`config.mk`:
```
export PLATFORM = sky130hd
export DESIGN_NAME = serial_digit_alu_flat
export DESIGN_NICKNAME = d
export VERILOG_FILES = /design/src/rtl/serial_digit_alu_if.sv /design/src/rtl/serial_digit_alu.sv /design/src/flat_wrapper.sv
export SDC_FILE = /design/constraint.sdc
export NUM_CORES = 1
export LEC_CHECK = 0
export CAP_MARGIN = 0
export CORE_MARGIN = 10
export CORE_UTILIZATION = 50
export CTS_CLUSTER_SIZE = 10
export DETAILED_ROUTE_END_ITERATION = 10
export PLACE_DENSITY_LB_ADDON = 0.08
export SETUP_SLACK_MARGIN = 0.3
export SLEW_MARGIN = 30
export SYNTH_ARGS = -nofsm -noshare
export SYNTH_HDL_FRONTEND = slang
export SYNTH_SLANG_ARGS = --single-unit
```
`constraint.sdc`:
```
create_clock -name clk -period 4.4 [get_ports clk]
set_clock_uncertainty 0.05 [all_clocks]
set_input_delay 0.88 -clock clk [delete_from_list [all_inputs] [get_ports clk]]
set_output_delay 0.88 -clock clk [all_outputs]
set_load 0.005 [all_outputs]
```
`src/rtl/serial_digit_alu_if.sv`:
```
// serial_digit_alu_if
//   Request/result bundle between a controller (master) and the digit-serial ALU (slave).
//
//   Handshake: the master raises start with cmd/len/sign_ext/word1/word2/preinit_result
//   valid in the same cycle. The request is taken on that clock edge only while busy=0
//   (ALU idle, or in its one-cycle done state); while busy=1 start is ignored. done pulses
//   for exactly one cycle once the last digit has been written. result and carry_out are
//   then stable until the next accepted start.
//
//   Ports (master view):
//     start, cmd[2:0], len[LEN_W-1:0], sign_ext, word1[W-1:0], word2[W-1:0],
//     preinit_result[W-1:0]                          -> to ALU
//     busy, done, result[W-1:0], carry_out, state_dbg[1:0]  <- from ALU
//   state_dbg exposes the ALU control state (0 idle, 1 run, 2 done).
interface serial_digit_alu_if #(
    parameter int DIGIT_W    = 4,
    parameter int NUM_DIGITS = 8
);
    localparam int W     = DIGIT_W * NUM_DIGITS;
    localparam int LEN_W = $clog2(NUM_DIGITS);

    logic             start;
    logic [2:0]       cmd;
    logic [LEN_W-1:0] len;
    logic             sign_ext;
    logic [W-1:0]     word1;
    logic [W-1:0]     word2;
    logic [W-1:0]     preinit_result;
    logic             busy;
    logic             done;
    logic [W-1:0]     result;
    logic             carry_out;
    logic [1:0]       state_dbg;

    modport master (
        output start, cmd, len, sign_ext, word1, word2, preinit_result,
        input  busy, done, result, carry_out, state_dbg
    );

    modport slave (
        input  start, cmd, len, sign_ext, word1, word2, preinit_result,
        output busy, done, result, carry_out, state_dbg
    );
endinterface

```
`src/rtl/serial_digit_alu.sv`:
```
// serial_digit_alu
//   Digit-serial ALU: applies one DIGIT_W-bit ALU step per clock across the digits of a
//   word, passing a carry from digit to digit. ADD/SUB may run past the operand length
//   (sign/zero extension of word2) until the carry stops changing the result.
//
//   Ports:
//     clk    - clock, all logic on posedge
//     rst_n  - synchronous active-low reset
//     bus    - serial_digit_alu_if.slave (request, result and handshake signals)
module serial_digit_alu #(
    parameter int DIGIT_W    = 4,
    parameter int NUM_DIGITS = 8
) (
    input logic               clk,
    input logic               rst_n,
    serial_digit_alu_if.slave bus
);
    localparam int W     = DIGIT_W * NUM_DIGITS;
    localparam int LEN_W = $clog2(NUM_DIGITS);
    localparam logic [LEN_W-1:0] LAST_IDX = LEN_W'(NUM_DIGITS - 1);

    localparam logic [2:0] CMD_ADD   = 3'd0;
    localparam logic [2:0] CMD_SUB   = 3'd1;
    localparam logic [2:0] CMD_AND   = 3'd2;
    localparam logic [2:0] CMD_OR    = 3'd3;
    localparam logic [2:0] CMD_XOR   = 3'd4;
    localparam logic [2:0] CMD_LSHFT = 3'd5;
    localparam logic [2:0] CMD_RSHFT = 3'd6;
    localparam logic [2:0] CMD_ASHFT = 3'd7;

    typedef enum logic [1:0] {
        ST_IDLE = 2'd0,
        ST_RUN  = 2'd1,
        ST_DONE = 2'd2
    } state_t;

    state_t           state_q, state_d;
    logic [2:0]       cmd_q, cmd_d;
    logic [LEN_W-1:0] len_q, len_d;
    logic             sign_ext_q, sign_ext_d;
    logic [W-1:0]     word1_q, word1_d;
    logic [W-1:0]     word2_q, word2_d;
    logic [W-1:0]     result_q, result_d;
    logic [LEN_W-1:0] idx_q, idx_d;
    logic             carry_q, carry_d;
    logic             carry_out_q, carry_out_d;

    logic               accept;
    logic               reverse;
    logic               fill_bit;
    logic               eb;
    logic               stop;
    logic               dig_c;
    logic [DIGIT_W-1:0] d1, d2, dig_r;
    logic [DIGIT_W:0]   sum;

    // Requests are taken whenever the unit is not running, including the done cycle.
    assign accept = bus.start && (state_q != ST_RUN);

    // ---------------- state register (and datapath flops) ----------------
    always_ff @(posedge clk) begin
        if (!rst_n) begin
            state_q     <= ST_IDLE;
            cmd_q       <= '0;
            len_q       <= '0;
            sign_ext_q  <= 1'b0;
            word1_q     <= '0;
            word2_q     <= '0;
            result_q    <= '0;
            idx_q       <= '0;
            carry_q     <= 1'b0;
            carry_out_q <= 1'b0;
        end else begin
            state_q     <= state_d;
            cmd_q       <= cmd_d;
            len_q       <= len_d;
            sign_ext_q  <= sign_ext_d;
            word1_q     <= word1_d;
            word2_q     <= word2_d;
            result_q    <= result_d;
            idx_q       <= idx_d;
            carry_q     <= carry_d;
            carry_out_q <= carry_out_d;
        end
    end

    // ---------------- digit datapath ----------------
    always_comb begin
        reverse  = (cmd_q == CMD_RSHFT) || (cmd_q == CMD_ASHFT);
        d1       = word1_q[idx_q*DIGIT_W +: DIGIT_W];
        // word2 digits above len are replaced by its sign (or zero) fill.
        fill_bit = sign_ext_q & word2_q[len_q*DIGIT_W + DIGIT_W - 1];
        d2       = (idx_q > len_q) ? {DIGIT_W{fill_bit}} : word2_q[idx_q*DIGIT_W +: DIGIT_W];
        // For SUB the B operand is inverted, so its fill is too.
        eb       = fill_bit ^ (cmd_q == CMD_SUB);

        sum   = '0;
        dig_r = '0;
        dig_c = 1'b0;
        case (cmd_q)
            CMD_ADD: begin
                sum   = {1'b0, d1} + {1'b0, d2} + {{DIGIT_W{1'b0}}, carry_q};
                dig_r = sum[DIGIT_W-1:0];
                dig_c = sum[DIGIT_W];
            end
            CMD_SUB: begin
                sum   = {1'b0, d1} + {1'b0, ~d2} + {{DIGIT_W{1'b0}}, carry_q};
                dig_r = sum[DIGIT_W-1:0];
                dig_c = sum[DIGIT_W];
            end
            CMD_AND:   dig_r = d1 & d2;
            CMD_OR:    dig_r = d1 | d2;
            CMD_XOR:   dig_r = d1 ^ d2;
            CMD_LSHFT: begin
                dig_r = {d1[DIGIT_W-2:0], carry_q};
                dig_c = d1[DIGIT_W-1];
            end
            default: begin
                dig_r = {carry_q, d1[DIGIT_W-1:1]};
                dig_c = d1[0];
            end
        endcase

        // Arithmetic past len keeps going only while the next digit would still change.
        if (reverse) begin
            stop = (idx_q == '0);
        end else if ((cmd_q == CMD_ADD) || (cmd_q == CMD_SUB)) begin
            stop = (idx_q == LAST_IDX) || ((idx_q >= len_q) && (dig_c == eb));
        end else begin
            stop = (idx_q == len_q) || (idx_q == LAST_IDX);
        end

        cmd_d       = cmd_q;
        len_d       = len_q;
        sign_ext_d  = sign_ext_q;
        word1_d     = word1_q;
        word2_d     = word2_q;
        result_d    = result_q;
        idx_d       = idx_q;
        carry_d     = carry_q;
        carry_out_d = carry_out_q;

        if (accept) begin
            cmd_d      = bus.cmd;
            len_d      = bus.len;
            sign_ext_d = bus.sign_ext;
            word1_d    = bus.word1;
            word2_d    = bus.word2;
            result_d   = bus.preinit_result;
            idx_d      = ((bus.cmd == CMD_RSHFT) || (bus.cmd == CMD_ASHFT)) ? bus.len : '0;
            case (bus.cmd)
                CMD_SUB:   carry_d = 1'b1;
                CMD_ASHFT: carry_d = bus.word1[bus.len*DIGIT_W + DIGIT_W - 1];
                default:   carry_d = 1'b0;
            endcase
        end else if (state_q == ST_RUN) begin
            result_d[idx_q*DIGIT_W +: DIGIT_W] = dig_r;
            carry_d = dig_c;
            if (stop) begin
                carry_out_d = dig_c;
            end else begin
                idx_d = reverse ? (idx_q - 1'b1) : (idx_q + 1'b1);
            end
        end
    end

    // ---------------- next-state ----------------
    always_comb begin
        state_d = state_q;
        case (state_q)
            ST_IDLE: if (accept) state_d = ST_RUN;
            ST_RUN:  if (stop)   state_d = ST_DONE;
            ST_DONE: state_d = accept ? ST_RUN : ST_IDLE;
            default: state_d = ST_IDLE;
        endcase
    end

    // ---------------- outputs ----------------
    always_comb begin
        bus.busy      = (state_q == ST_RUN);
        bus.done      = (state_q == ST_DONE);
        bus.result    = result_q;
        bus.carry_out = carry_out_q;
        bus.state_dbg = state_q;
    end
endmodule

```
`src/flat_wrapper.sv`:
```
// flat-port wrapper written by rule: the top's interface ports become plain ports
module serial_digit_alu_flat 
#(
    parameter int DIGIT_W    = 4,
    parameter int NUM_DIGITS = 8
)
  (clk, rst_n, bus_start, bus_cmd, bus_len, bus_sign_ext, bus_word1, bus_word2, bus_preinit_result, bus_busy, bus_done, bus_result, bus_carry_out, bus_state_dbg);
  serial_digit_alu_if #(.DIGIT_W(DIGIT_W), .NUM_DIGITS(NUM_DIGITS)) bus_i ();
  input logic clk;
  input logic rst_n;
  input wire logic [$bits(bus_i.start)-1:0] bus_start;
  input wire logic [$bits(bus_i.cmd)-1:0] bus_cmd;
  input wire logic [$bits(bus_i.len)-1:0] bus_len;
  input wire logic [$bits(bus_i.sign_ext)-1:0] bus_sign_ext;
  input wire logic [$bits(bus_i.word1)-1:0] bus_word1;
  input wire logic [$bits(bus_i.word2)-1:0] bus_word2;
  input wire logic [$bits(bus_i.preinit_result)-1:0] bus_preinit_result;
  output wire logic [$bits(bus_i.busy)-1:0] bus_busy;
  output wire logic [$bits(bus_i.done)-1:0] bus_done;
  output wire logic [$bits(bus_i.result)-1:0] bus_result;
  output wire logic [$bits(bus_i.carry_out)-1:0] bus_carry_out;
  output wire logic [$bits(bus_i.state_dbg)-1:0] bus_state_dbg;
  assign bus_i.start = bus_start;
  assign bus_i.cmd = bus_cmd;
  assign bus_i.len = bus_len;
  assign bus_i.sign_ext = bus_sign_ext;
  assign bus_i.word1 = bus_word1;
  assign bus_i.word2 = bus_word2;
  assign bus_i.preinit_result = bus_preinit_result;
  assign bus_busy = bus_i.busy;
  assign bus_done = bus_i.done;
  assign bus_result = bus_i.result;
  assign bus_carry_out = bus_i.carry_out;
  assign bus_state_dbg = bus_i.state_dbg;
  serial_digit_alu #(.DIGIT_W(DIGIT_W), .NUM_DIGITS(NUM_DIGITS)) u_core (.clk(clk), .rst_n(rst_n), .bus(bus_i));
endmodule
```
==> out/qor_table.md <==
| Stage | Metric | Value |
|:---|:---|:---|
| placed design | Area post-placement | 0.00741 mm^2 |
| floorplanning | Width of the chip | 128 um |
| placed design | Final weighted congestion in routability-driven placement | 0.901 |
| routing | Antenna-violating nets left | 0 |
| grt | Grt ovf | 0 |
| setup path | CP startpoint | u_core.len_q[1] |
| setup path | Cell repeated most along the worst path | sky130_fd_sc_hd__fa_2 |
| hold path | Hold wc startpoint | u_core.word1_q[19] |
| hold path | Hold Path Class | reg -> reg |
| sta | Slew margin rel. | 0.386 |
| pwr | Fraction of power consumed by sequential logic | 0.358 |
| final layout | Number of nets at the end of the flow | 975 |
| setup path | CP arrival | 4.20 ns |
| setup path | Maximum fanout encountered on the critical timing path | 4 |
| floorplanning | Site Rows | 39 |
| yosys | Number of synthesized flops with an enable pin | 0 |
| routing | Residual DRC count | 0 |
| setup path | Worst Setup End Kind | flop |
| cts | Root Buffer Master | sky130_fd_sc_hd__clkbuf_16 |
| placed design | Port-buffer cells | 142 |
| setup path | Critical path's largest stage delay | 0.49 ns |
| setup path | Ordered cell list for the critical path | ha_4, mux4_2, mux2_4, nand2_4, nand2_2, o21a_4, fa_2, fa_2, nor2b_2, o311ai_2, a21bo_2, a31oi_2, nor3_4, a211o_1, o211a_1 |
| yosys | Cell area after technology mapping | 0.00587 mm^2 |
| yosys | Number of library cell types mapped by synthesis | 61 |
| final layout | Count of antenna diodes in the layout | 0 |
| run | Number of max-capacitance violations reported | 0 |
| final layout | Area overhead of the layout relative to synthesis | 33.0% |
| sta | Post-route setup TNS | 0 ns |
| sta | Final count of pins violating max slew | 0 |
| yosys | Register bit total from synthesis | 110 |
| run status | Status | finished clean |
| pwr | P per Cell Area | 406 mW/mm^2 |
| setup path | Type of element launching the critical path | flop |
| routing | Via-to-Cell Ratio | 5.71 |
| pwr | Share of total power in combinational logic | 0.387 |
| pwr | Peak supply drop | 0.000302 V |
| setup path | Required time at the worst-slack endpoint | 4.60 ns |
| floorplanning | Ports placed on the boundary | 143 |
| grt | Wire length of the first global-routing pass | 28800 um |
| setup path | Kind of critical path | reg -> reg |
| yosys | Post-synth net total | 853 |
| cts | TritonCTS clock tree | done |
| floorplanning | Height of the chip | 128 um |
| cts | Maximum buffer depth of the clock tree | 2 |
| pwr | Cell leakage power | 3.00 nW |
| cts | Clock latency on the worst-skew pair | 0.36 ns |
| yosys | Syn Area/Cell | 8.15 um^2 |
| sta | Final period utilization | 0.909 |
| sta | Peak clock frequency supported by timing | 0.250 GHz |
| sta | Hold Violations, Final | 0 |
| routing | Total wire length | 17800 um |
| floorplanning | Placeable core area | 0.0115 mm^2 |
| placed design | Detailed-placement wirelength estimate | 13200 um |
| yosys | Most frequently used flop master after synthesis | sky130_fd_sc_hd__dfxtp_1 |
| yosys | Sequential fraction of the synthesis area | 0.375 |
| routing | Post-DR wirelength/cell | 18.0 um |
| yosys | Asr flop ratio synth | 0 |
| hold path | Endpoint with the worst hold slack | u_core.word1_q[19] |
| final layout | Most common library cell in the layout ignoring fill and taps | sky130_fd_sc_hd__nand2_1 |
| yosys | Ys Warns | 0 |
| floorplanning | Starting density of the core | 0.512 |
| final layout | Commonest cells after routing, fill and taps aside | sky130_fd_sc_hd__nand2_1, sky130_fd_sc_hd__clkdlybuf4s50_1, sky130_fd_sc_hd__dfxtp_1 |
| yosys | Number of cells produced by synthesis | 720 |
| cts | Total CTS buffers | 9 |
| sta | Final critical-path required period | 4.00 ns |
| floorplanning | Die Outline Area | 0.0165 mm^2 |
| grt | Number of antenna violations at the first check in global routing | 0 |
| setup path | CP max stage cell | sky130_fd_sc_hd__mux4_2 |
| setup path | Depth of the most critical reg-to-reg path | 15 |
| final layout | Share of final-layout standard cells stronger than drive strength 1 | 0.0945 |
| cts | Clock transition time at the flip-flop clock pins of the worst setup and hold paths | 0.08 ns |
| hold path | Hold Crit Depth | 2 |
| sta | Fin Hold WS | 0.404 ns |
| setup path | Critical register-to-register path endpoint | u_core.idx_q[0] |
| final layout | Layout Cell Area excl Fill | 0.00781 mm^2 |
| grt | Largest net degree at the start of global routing | 55 |
| setup path | Startpoint of the lowest-slack register-to-register path | u_core.len_q[1] |
| cts | Cts-stage hold buffer count | 0 |
| routing | First-iteration detailed-routing DRC count | 400 |
| routing | DR pass1 iterations | 5 |
| routing | Total via count in the routed design | 5650 |
| grt | Via count of the first global-routing pass | 5823 |
| pwr | Switching power | 1.12 mW |
| pwr | Part of the power in the clock network | 0.255 |
| cts | Total number of H-tree levels | 3 |
| sta | Setup repair after global routing missed its margin | false |
| cts | # clock sinks | 110 |
| sta | Pin slew with the least headroom to its limit | 0.920 ns |
| pwr | Internal Power | 2.05 mW |
| pwr | Switching fraction of total power | 0.352 |
| grt | Global-route usage over all layers | 0.211 |
| setup path | Slack of the worst reg-to-reg path | 0.40 ns |
| sta | Final setup violation count | 0 |
==> registers in the layout, indices dropped and copies added, names as in the netlist <==
register / cells
u_core.sign_ext_q: 1
u_core.bus.result: 32
u_core.bus.state_dbg: 2
u_core.len_q: 3
u_core.word2_q: 32
u_core.word1_q: 32
u_core.cmd_q: 3
u_core.carry_q: 1
u_core.bus.carry_out: 1
u_core.idx_q: 3
==> kinds of logic (layout without fill, tap and decap cells) <==
| kind of cell | after synthesis | after routing | synth area share |
|---|---|---|---|
| simple gates | 276 | 276 | 0.201 |
| fa+ha+maj | 27 | 27 | 0.0639 |
| mux | 31 | 31 | 0.0927 |
| compound gates | 198 | 198 | 0.206 |
| buf+inv | 71 | 198 | 0.0488 |
| flops | 110 | 110 | 0.375 |
| xor+xnor | 7 | 7 | 0.0128 |
==> worst max-delay path by stage <==
stage                                 to  slack (ns)
floorplan                u_core.idx_q[2]        0.34
global placement         u_core.idx_q[1]        0.18
detailed placement       u_core.idx_q[2]        0.12
CTS                 u_core.bus.carry_out        0.31
global route             u_core.idx_q[0]        0.23
finish                   u_core.idx_q[0]        0.40
==> timing repair <==
action / 4_1_cts / 5_1_grt
pin swaps: 2 / 9
setup buffers: 0 / 2
resized for setup: 7 / 17
endpoints found under the setup margin: 6 / 21
==> layout make-up <==
class	count	area, um^2
clock buffer	11	243
clock inverter	5	50.0
fill	1024	3660
inverter	24	90.1
multi-input combinational	539	3480
sequential	110	2210
tap	143	179
timing repair buffer	158	1550
==> metal layers <==
| layer | up-vias | global-route usage | share of wire |
|---|---|---|---|
| met5 | - | 0 | 0 |
| met4 | 0 | 0.0563 | 0.014 |
| met3 | 21 | 0.0550 | 0.054 |
| met2 | 170 | 0.363 | 0.49 |
| met1 | 2702 | 0.256 | 0.44 |
| li1 | 2757 | - | - |
==> synthesized netlist by cell type (3+ instances only) <==
master	instances	area, um^2
sky130_fd_sc_hd__a31oi_1	4	25.0
sky130_fd_sc_hd__o21ai_0	27	135
sky130_fd_sc_hd__buf_2	4	20.0
sky130_fd_sc_hd__mux2_2	4	45.0
sky130_fd_sc_hd__inv_1	22	82.6
sky130_fd_sc_hd__nand2_1	174	653
sky130_fd_sc_hd__nand3_1	8	40.0
sky130_fd_sc_hd__o221ai_1	6	52.6
sky130_fd_sc_hd__or3_1	4	25.0
sky130_fd_sc_hd__o21a_1	3	22.5
sky130_fd_sc_hd__fa_1	5	100
sky130_fd_sc_hd__mux2i_1	9	90.1
sky130_fd_sc_hd__and3_1	4	25.0
sky130_fd_sc_hd__ha_1	22	275
sky130_fd_sc_hd__clkbuf_1	40	150
sky130_fd_sc_hd__nand2b_1	7	43.8
sky130_fd_sc_hd__nor2_1	48	180
sky130_fd_sc_hd__o311a_1	3	30.0
sky130_fd_sc_hd__nor3_1	5	25.0
sky130_fd_sc_hd__mux4_2	17	383
sky130_fd_sc_hd__nor2b_1	11	68.8
sky130_fd_sc_hd__a21oi_1	98	490
sky130_fd_sc_hd__dfxtp_1	110	2200
sky130_fd_sc_hd__a211oi_1	8	60.1
sky130_fd_sc_hd__a22oi_1	15	113
sky130_fd_sc_hd__o22ai_1	11	68.8
sky130_fd_sc_hd__a22o_1	3	26.3
sky130_fd_sc_hd__xnor2_1	4	35.0
==> stage by stage <==
step / utilization / setup WS (ns) / std cells / total power [mW]
6_report: 0.681 / 0.400 / 990 / 3.17
5_1_grt: 0.681 / 0.229 / 990 / 3.35
4_1_cts: 0.674 / 0.306 / 988 / 3.13
3_5_place_dp: 0.646 / 0.120 / 972 / 2.31
3_3_place_gp: 0.646 / 0.183 / 972 / 2.29
2_1_floorplan: - / 0.344 / 720 / 1.90
==> worst max-delay path, delay by kind of cell (launching register included) <==
family                   cells  cell delay [ns]
multiplexers                 2             0.77
adder cells (fa/ha/maj)      3             1.02
AND/OR/NAND/NOR              4             0.41
flip-flops                   1             0.37
AO/OA/AOI/OAI                6             1.26
==> power groups by stage <==
stage	Clock (mW)	Sequential (mW)	Combinational, mW
final	0.807	1.14	1.23
after global routing	0.858	1.15	1.35
after CTS	0.823	1.13	1.17
after detailed placement	0	1.16	1.16
after global placement	0	1.15	1.14
after floorplan	0	1.15	0.754
Note: power is estimated with default switching activity, not from simulation.
